$ cat src/rtl/intdiv_r16_ctrl_if.sv
// Handshake and status bundle between the radix-16 divider controller and its requester/datapath.
// Latency: none (wires only).
// Backpressure: start_valid_i/start_ready_o accepts requests; finish_valid_o/finish_ready_i returns results.
interface intdiv_r16_ctrl_if #(
  parameter int LZC_W = 5
);
  logic             start_valid_i;
  logic             start_ready_o;
  logic [LZC_W-1:0] dividend_lzc_i;
  logic [LZC_W-1:0] divisor_lzc_i;
  logic             divisor_zero_i;
  logic             dividend_zero_i;
  logic             finish_valid_o;
  logic             finish_ready_i;
  logic             pre_en_o;
  logic             iter_en_o;
  logic             iter_first_o;
  logic             iter_last_o;
  logic             post_en_o;
  logic [1:0]       rem_align_o;
  logic             early_finish_o;
  logic             div_zero_o;

  // Controller side
  modport slave (
    input  start_valid_i, dividend_lzc_i, divisor_lzc_i, divisor_zero_i,
           dividend_zero_i, finish_ready_i,
    output start_ready_o, finish_valid_o, pre_en_o, iter_en_o, iter_first_o,
           iter_last_o, post_en_o, rem_align_o, early_finish_o, div_zero_o
  );

  // Requester / datapath side
  modport master (
    output start_valid_i, dividend_lzc_i, divisor_lzc_i, divisor_zero_i,
           dividend_zero_i, finish_ready_i,
    input  start_ready_o, finish_valid_o, pre_en_o, iter_en_o, iter_first_o,
           iter_last_o, post_en_o, rem_align_o, early_finish_o, div_zero_o
  );
endinterface

$ cat src/rtl/intdiv_r16_ctrl.sv
// Sequencer for the radix-16 SRT divider: IDLE -> PRE -> ITER x N -> POST -> DONE, N from operand LZCs.
// Latency: N+3 cycles normal, 3 cycles early finish, 2 cycles divide-by-zero (accept to finish_valid_o).
// Backpressure: accepts only in IDLE; holds DONE with all outputs stable until finish_ready_i.
module intdiv_r16_ctrl #(
  parameter int D_W   = 32,
  parameter int LZC_W = $clog2(D_W),
  parameter int CNT_W = $clog2(D_W / 4)
) (
  input logic              clk,
  input logic              rst,
  intdiv_r16_ctrl_if.slave bus
);

  typedef enum logic [4:0] {
    IDLE = 5'b00001,
    PRE  = 5'b00010,
    ITER = 5'b00100,
    POST = 5'b01000,
    DONE = 5'b10000
  } state_t;

  state_t           state;
  state_t           state_nxt;
  logic [CNT_W-1:0] iter_cnt;
  logic             first_q;
  logic             early_q;
  logic             zero_q;
  logic [1:0]       rem_align_q;
  logic [LZC_W:0]   lzc_diff;
  logic             diff_neg;
  logic             go_iter;

  // Unsigned subtraction one bit wider than the counts; the MSB is the sign.
  assign lzc_diff = {1'b0, bus.divisor_lzc_i} - {1'b0, bus.dividend_lzc_i};
  assign diff_neg = lzc_diff[LZC_W];
  assign go_iter  = (state == PRE) && (state_nxt == ITER);

  // State register
  always_ff @(posedge clk) begin
    if (rst) state <= IDLE;
    else     state <= state_nxt;
  end

  // Next-state selection and output decode; outputs depend only on registered state/flags
  always_comb begin
    state_nxt          = state;
    bus.start_ready_o  = 1'b0;
    bus.finish_valid_o = 1'b0;
    bus.pre_en_o       = 1'b0;
    bus.iter_en_o      = 1'b0;
    bus.iter_first_o   = 1'b0;
    bus.iter_last_o    = 1'b0;
    bus.post_en_o      = 1'b0;
    bus.rem_align_o    = rem_align_q;
    bus.early_finish_o = early_q;
    bus.div_zero_o     = zero_q;
    case (state)
      IDLE: begin
        bus.start_ready_o = 1'b1;
        if (bus.start_valid_i) state_nxt = PRE;
      end
      PRE: begin
        bus.pre_en_o = 1'b1;
        // Divide-by-zero wins over the zero-dividend / small-dividend shortcut.
        if (bus.divisor_zero_i)                   state_nxt = DONE;
        else if (bus.dividend_zero_i || diff_neg) state_nxt = POST;
        else                                      state_nxt = ITER;
      end
      ITER: begin
        bus.iter_en_o    = 1'b1;
        bus.iter_first_o = first_q;
        bus.iter_last_o  = (iter_cnt == '0);
        if (iter_cnt == '0) state_nxt = POST;
      end
      POST: begin
        bus.post_en_o = 1'b1;
        state_nxt     = DONE;
      end
      DONE: begin
        bus.finish_valid_o = 1'b1;
        if (bus.finish_ready_i) state_nxt = IDLE;
      end
      default: state_nxt = IDLE;
    endcase
  end

  // Operation context: iteration counter, alignment and result-type flags captured in PRE
  always_ff @(posedge clk) begin
    if (rst) begin
      iter_cnt    <= '0;
      first_q     <= 1'b0;
      early_q     <= 1'b0;
      zero_q      <= 1'b0;
      rem_align_q <= 2'd0;
    end else begin
      case (state)
        PRE: begin
          zero_q  <= bus.divisor_zero_i;
          early_q <= !bus.divisor_zero_i && (bus.dividend_zero_i || diff_neg);
          if (go_iter) begin
            // N-1 = lzc_diff >> 2 for a non-negative difference
            iter_cnt    <= lzc_diff[LZC_W-1:2];
            rem_align_q <= lzc_diff[1:0];
            first_q     <= 1'b1;
          end
        end
        ITER: begin
          first_q <= 1'b0;
          if (iter_cnt != '0) iter_cnt <= iter_cnt - 1'b1;
        end
        DONE: begin
          if (bus.finish_ready_i) begin
            early_q     <= 1'b0;
            zero_q      <= 1'b0;
            rem_align_q <= 2'd0;
          end
        end
        default: ;
      endcase
    end
  end

endmodule
$ cat src/flat_wrapper.sv
// flat-port wrapper written by rule: the top's interface ports become plain ports
module intdiv_r16_ctrl_flat 
#(
  parameter int D_W   = 32,
  parameter int LZC_W = $clog2(D_W),
  parameter int CNT_W = $clog2(D_W / 4)
)
  (clk, rst, bus_start_valid_i, bus_dividend_lzc_i, bus_divisor_lzc_i, bus_divisor_zero_i, bus_dividend_zero_i, bus_finish_ready_i, bus_start_ready_o, bus_finish_valid_o, bus_pre_en_o, bus_iter_en_o, bus_iter_first_o, bus_iter_last_o, bus_post_en_o, bus_rem_align_o, bus_early_finish_o, bus_div_zero_o);
  intdiv_r16_ctrl_if #(.LZC_W(LZC_W)) bus_i ();
  input logic clk;
  input logic rst;
  input wire logic [$bits(bus_i.start_valid_i)-1:0] bus_start_valid_i;
  input wire logic [$bits(bus_i.dividend_lzc_i)-1:0] bus_dividend_lzc_i;
  input wire logic [$bits(bus_i.divisor_lzc_i)-1:0] bus_divisor_lzc_i;
  input wire logic [$bits(bus_i.divisor_zero_i)-1:0] bus_divisor_zero_i;
  input wire logic [$bits(bus_i.dividend_zero_i)-1:0] bus_dividend_zero_i;
  input wire logic [$bits(bus_i.finish_ready_i)-1:0] bus_finish_ready_i;
  output wire logic [$bits(bus_i.start_ready_o)-1:0] bus_start_ready_o;
  output wire logic [$bits(bus_i.finish_valid_o)-1:0] bus_finish_valid_o;
  output wire logic [$bits(bus_i.pre_en_o)-1:0] bus_pre_en_o;
  output wire logic [$bits(bus_i.iter_en_o)-1:0] bus_iter_en_o;
  output wire logic [$bits(bus_i.iter_first_o)-1:0] bus_iter_first_o;
  output wire logic [$bits(bus_i.iter_last_o)-1:0] bus_iter_last_o;
  output wire logic [$bits(bus_i.post_en_o)-1:0] bus_post_en_o;
  output wire logic [$bits(bus_i.rem_align_o)-1:0] bus_rem_align_o;
  output wire logic [$bits(bus_i.early_finish_o)-1:0] bus_early_finish_o;
  output wire logic [$bits(bus_i.div_zero_o)-1:0] bus_div_zero_o;
  assign bus_i.start_valid_i = bus_start_valid_i;
  assign bus_i.dividend_lzc_i = bus_dividend_lzc_i;
  assign bus_i.divisor_lzc_i = bus_divisor_lzc_i;
  assign bus_i.divisor_zero_i = bus_divisor_zero_i;
  assign bus_i.dividend_zero_i = bus_dividend_zero_i;
  assign bus_i.finish_ready_i = bus_finish_ready_i;
  assign bus_start_ready_o = bus_i.start_ready_o;
  assign bus_finish_valid_o = bus_i.finish_valid_o;
  assign bus_pre_en_o = bus_i.pre_en_o;
  assign bus_iter_en_o = bus_i.iter_en_o;
  assign bus_iter_first_o = bus_i.iter_first_o;
  assign bus_iter_last_o = bus_i.iter_last_o;
  assign bus_post_en_o = bus_i.post_en_o;
  assign bus_rem_align_o = bus_i.rem_align_o;
  assign bus_early_finish_o = bus_i.early_finish_o;
  assign bus_div_zero_o = bus_i.div_zero_o;
  intdiv_r16_ctrl #(.D_W(D_W), .LZC_W(LZC_W), .CNT_W(CNT_W)) u_core (.clk(clk), .rst(rst), .bus(bus_i));
endmodule
$ cat config.mk
export PLATFORM = sky130hd
export DESIGN_NAME = intdiv_r16_ctrl_flat
export DESIGN_NICKNAME = d
export VERILOG_FILES = /design/src/rtl/intdiv_r16_ctrl_if.sv /design/src/rtl/intdiv_r16_ctrl.sv /design/src/flat_wrapper.sv
export SDC_FILE = /design/constraint.sdc
export NUM_CORES = 1
export LEC_CHECK = 0
export BUFFER_PORTS_ARGS = -buffer_cell sky130_fd_sc_hd__buf_2
export CORE_MARGIN = 2
export CORE_UTILIZATION = 44
export DETAILED_ROUTE_END_ITERATION = 10
export PLACE_DENSITY = 0.75
export RECOVER_POWER = 25
export SYNTH_ARGS = -nofsm -noshare
export SYNTH_HDL_FRONTEND = slang
export SYNTH_SLANG_ARGS = --single-unit
$ cat constraint.sdc
create_clock -name clk -period 1.6 [get_ports clk]
set_input_delay 0.08 -clock clk [delete_from_list [all_inputs] [get_ports clk]]
set_output_delay 0.08 -clock clk [all_outputs]
set_load 0.005 [all_outputs]
After elaboration in Yosys (flattened, before gate mapping)
Cells that the tools add are included.
W data, S select, Z words.

word-level totals
  logic and storage cells = 53
  output and inout port bits = 11
  input bits = 16
  flip-flop bits (word level) = 13

operators by class
  reduce and logical (&&, ||, !) cells = 12
  equality and inequality tests = 9
  add/sub/neg operators = 2
  muxes and demuxes = 24

operator list
  kind                   count
  $pmux W5 S5            1
  $mux W5                4
  $eq A5 B3 Y1 const B   2
  $mux W1                9
  $mux W3                2
  $pmux W1 S2            3
  $pmux W3 S2            1
  $reduce_and A3 Y1      2
  $sub A5 B5 Y6          1
  $eq A5 B1 Y1 const B   1
  $eq A5 B2 Y1 const B   1
  $eq A5 B4 Y1 const B   1
  $eq A5 B5 Y1 const B   1
  $mux W2                2
  $mux W4                1
  $ne A2 B1 Y1 const B   2
  $pmux W2 S2            1
  $reduce_and A2 Y1      2
  $reduce_bool A2 Y1     2
  $logic_not A3 Y1       1
  $reduce_bool A3 Y1     1
  $sub A3 B1 Y3 const B  1
  $logic_and A1 B1 Y1    2
  $ne A2 B2 Y1 const B   1
  other kinds (2)        2

Longest topological paths before layout
  depth in word-level cells = 9
  depth in mapped cells = 9
  depth with buffers taken out = 9

Worst setup path after synthesis
Ideal clock, no wire load.

  kind = in2reg
  start point = in bus_dividend_lzc_i[1]
  end point = reg u_core.iter_cnt[1]
  path buffers = 0
  setup time = 0.135 ns
  data arrival time = 1.514 ns
  setup slack = -0.049 ns
  data required time = 1.465 ns
  cell stages on the path = 7
  cell sequence = inv_1 -> ha_1 -> nor2b_1 -> o2111ai_1 -> a2111o_1 -> a221oi_1 -> a211oi_1

between the ends
  cells in the longest elaborated chain, start to end = 9
  elaborated cells on any way between the ends = 11
  those cells by class = add/sub (1); eq/ne (2); mux (5); reduce/logical (3)

RTL lines
  item                                RTL line                RTL
  start, declared                     flat_wrapper.sv:13      input wire logic [$bits(bus_i.dividend_lzc_i)-1:0] bus_dividend_lzc_i;
  $sub A5 B5 Y6 (*)                   intdiv_r16_ctrl.sv:34   assign lzc_diff = {1'b0, bus.divisor_lzc_i} - {1'b0, bus.dividend_lzc_i};
  $logic_or A1 B1 Y1                  intdiv_r16_ctrl.sv:66   else if (bus.dividend_zero_i || diff_neg) state_nxt = POST;
  $mux W4                             intdiv_r16_ctrl.sv:66
  $mux W5                             intdiv_r16_ctrl.sv:65   if (bus.divisor_zero_i) state_nxt = DONE;
  $pmux W5 S5                         intdiv_r16_ctrl.sv:57   case (state)
  $eq A5 B3 Y1                        intdiv_r16_ctrl.sv:36   assign go_iter = (state == PRE) && (state_nxt == ITER);
  $logic_and A1 B1 Y1                 intdiv_r16_ctrl.sv:36
  $ne A2 B1 Y1 (no source line)       --
  $reduce_and A3 Y1 (no source line)  --
  end signal, assigned                intdiv_r16_ctrl.sv:102  iter_cnt <= lzc_diff[LZC_W-1:2];
  end signal, assigned                intdiv_r16_ctrl.sv:109  if (iter_cnt != '0) iter_cnt <= iter_cnt - 1'b1;
  end, declared                       intdiv_r16_ctrl.sv:24   logic [CNT_W-1:0] iter_cnt;

Every way passes the cells marked *; elsewhere a longest branch is shown, timed or not. The select of a mux whose other input is x is not followed.
A chain may end at the register's enable or synchronous reset.

Final worst setup path
  start point = reg u_core.state[4]
  end point = reg u_core.iter_cnt[1]

between the ends
  cells in the longest elaborated chain, start to end = 6
  elaborated cells on any way between the ends = 16
  those cells by class = eq/ne (8); mux (5); reduce/logical (3)

RTL lines
  item                                        RTL line               RTL
  start, declared                             intdiv_r16_ctrl.sv:22  state_t state;
  start signal, assigned                      intdiv_r16_ctrl.sv:41  else state <= state_nxt;
  $eq A5 B5 Y1, or another cell as far along  intdiv_r16_ctrl.sv:57
  $pmux W5 S5                                 intdiv_r16_ctrl.sv:57
  $eq A5 B3 Y1                                intdiv_r16_ctrl.sv:36
  $logic_and A1 B1 Y1                         intdiv_r16_ctrl.sv:36
  $ne A2 B1 Y1 (no source line)               --
  $reduce_and A3 Y1 (no source line)          --

Parallel ways exist; a longest one is shown, timed or not.

==> results.yml <==
outcome:
  outcome: "finished, final reports clean"
layout:
  final_util_pct: 64.1
  area_delta_synth_final_pct: 41.1
  nNetsFinal: 174
  layout.cells.non_filler: 176
  fill_cells: 190
  drive_above_1_share_pct: 40.3
  diodes: 0
die:
  start_util_pct: 45.4
  rows: 16
  die-width_um: 48.6
  ios: 27
  die_h_um: 48.6
  core_um2: 1920
  die_area_um2: 2360
worst_hold_path:
  hp-class: "in2reg"
synthesis:
  syn_inst: 104
  synth.yosys.seq_area_share_pct: 29.8
  synthSimpleGateAreaFrac_pct: 25.2
  yosys-top-cells-area: "dfxtp_1 (30%), ha_1 (10%), inv_1 (5.2%), a21oi_1 (4.0%), nor2_1 (3.9%)"
  synth_top_family_by_area: "simple AND/OR/NAND/NOR gates"
  synth_compound_area_share_pct: 20.9
  synthAdderAreaFrac_pct: 12.3
  synth_top_area_share_pct: 29.8
  synth.net_count: 128
  synthXorXnorAreaFrac_pct: 4.01
  synth_edf_count: 0
  yosys.area.top_type: "dfxtp_1"
  muxShareOfSynthArea_pct: 1.72
  ys_warn_count: 0
  synth_seq_cells: 13
  async_reset_ff_share_pct: 0
  ys.flop_type: "dfxtp_1"
  synth_cell_types: 41
  synth_area_um2: 873
  avgSynthCellArea_um2: 8.40
pwr:
  power-per-cell-area_nw_per_um2: 593
  peakVddDrop_uv: 415
  p_leak_uw: 0.000588
  power_uw: 730
routing:
  drt_first_iter_violations: 20
  wl_per_cell_um: 12.2
  routed-via-count: 921
  first_pass_iters: 4
  ant_nets: 0
  drt-total-wl_mm: 2.15
  viasPerCell: 5.23
  drcViolationCount: 0
job:
  drv_cap: 0
global_route:
  grt_pass1_vias: 840
  grt_pass1_wl_mm: 3.74
  grt_max_degree: 11
  grt-ovfl-total: 0
  grt_util_all_layers_pct: 20.3
  antenna_found_initial: 0
placed_design:
  place_ws_ns: -0.312
  gp_congestion: 0.897
  place_inst: 171
  port-buffer-count: 26
  dp_hpwl_mm: 1.73
sta:
  worst_slack_ns: 0.0144
  skew_ns: 0.00211
  min_period_ns: 1.59
  post-route-period-util_pct: 99.1
  maxSlewViolCount: 0
  finalHoldViolCount: 0
  slew_headroom_pct: 75.2
  worst_slew_pin_slew_ns: 0.371
  rsz0062_at_grt: "yes"
  clock.fmax_mhz: 631
  setup_viol: 0
clock_tree:
  clkLatencyLatePin_ns: 0.28
  cts_sinks: 13
  clock_path_buffers: 2
  htree_levels: 1
  clkTransAtPathRegs_ns: 0.08
  cts_root_buf: "clkbuf_4"
  cts_tree: "done"
  ctsHoldBuffers: 0
  cts_buffers: 3
critical_path:
  cp.required_ns: 1.77
  slowest_delay_ns: 0.42
  crit_slowest_cell: "a2111o_1"
  critPathArrivalTime_ns: 1.75
  cp-start-kind: "register"
  path_cells: "nor3_4, nand3b_4, a2111o_1, a221oi_2, a211oi_1"
  critPathKind: "reg2reg"
  worst_setup_path_end_kind: "register"
  cp_max_fo: 6
==> final cells by class <==
type	count	area, um2	share of cell area (%)
sequential	13	263	21.3
multi-input combinational	77	598	48.5
inverter	13	61.3	4.97
tap	27	33.8	2.74
timing repair buffer	42	250	20.3
clock buffer	4	26.3	2.13
==> placed cells by master (no fill, tap or decap), types with 2 or more instances in the layout <==
| cell | Yosys | final |
|---|---|---|
| inv_1 | 12 | 11 |
| xnor2_1 | 2 | 2 |
| nor3b_1 | 2 | 2 |
| a31oi_1 | 3 | 3 |
| nand3_1 | 5 | 4 |
| ha_1 | 7 | 6 |
| clkbuf_4 | 0 | 3 |
| xor2_1 | 2 | 2 |
| buf_2 | 0 | 26 |
| dfxtp_2 | 0 | 2 |
| buf_4 | 0 | 16 |
| a21oi_1 | 7 | 7 |
| o21ai_0 | 2 | 2 |
| nand2_1 | 6 | 6 |
| nor2b_1 | 3 | 2 |
| o211ai_1 | 2 | 2 |
| a21o_1 | 2 | 2 |
| and2_1 | 2 | 2 |
| dfxtp_1 | 13 | 11 |
| nor2_1 | 9 | 9 |
==> power by group <==
part | switching, uW | internal [uW]
Sequential | 7.60 | 331
Clock | 108 | 97.0
Combinational | 91.4 | 95.7
==> metal layers <==
metal	global-route usage, %	share of wire [%]
met1	24.8	44
met2	34.5	48
met3	5.86	6.8
met4	6.67	1.3
met5	0	0
==> per-stage QoR <==
step                      setup TNS, ns  area, um2  hold slack [ns]
final                                 0       1230           0.0213
after global routing             -0.160       1230           0.0379
after CTS                      -0.00454       1220           0.0130
after detailed placement          -1.44       1190            0.327
after global placement           -0.984       1190            0.308
after floorplan                 -0.0178        918            0.211
==> cell families after synthesis <==
kind of cell	after synthesis
xor+xnor	4
compound gates	26
simple gates	38
mux	1
buf+inv	14
flops	13
fa+ha+maj	8
==> synthesized netlist by cell type (2+ instances only) <==
master    count
xnor2_1       2
inv_1        12
o211ai_1      2
nand2_1       6
and2_1        2
ha_1          7
a21o_1        2
nor2b_1       3
a21oi_1       7
xor2_1        2
nor3b_1       2
nor2_1        9
nand3_1       5
o21ai_0       2
dfxtp_1      13
a31oi_1       3
==> final timing paths <==
path	start	endpoint	slack [ns]	cells past startpoint
worst min register to register	u_core.first_q$_SDFFE_PP0P_	u_core.first_q$_SDFFE_PP0P_	0.46	2
worst max register to register	u_core.state[4]$_SDFF_PP0_	u_core.iter_cnt[1]$_SDFFE_PP0P_	0.01	5
worst max-delay path	u_core.state[4]$_SDFF_PP0_	u_core.iter_cnt[1]$_SDFFE_PP0P_	0.01	5
worst min-delay path	bus_start_valid_i	u_core.state[0]$_SDFF_PP1_	0.02	2
==> critical path, delay by kind of cell, from the launching register on <==
family,cells,cell delay (ns)
AOI/OAI and AO/OA,3,0.78
DFF,1,0.35
and+or+nand+nor,2,0.34
==> sequential cells by signal (all words and copies together) (netlist names) <==
signal,count
u_core.first_q,1
u_core.state,5
u_core.bus.rem_align_o,2
u_core.bus.div_zero_o,1
u_core.iter_cnt,3
u_core.bus.early_finish_o,1
==> timing repair <==
action	in CTS	in global routing
gates resized for setup	1	2
buffers inserted	0	1
cloned	0	0
pin swaps	0	5
setup endpoints to repair	1	4
(Power assumes the default switching activity.)
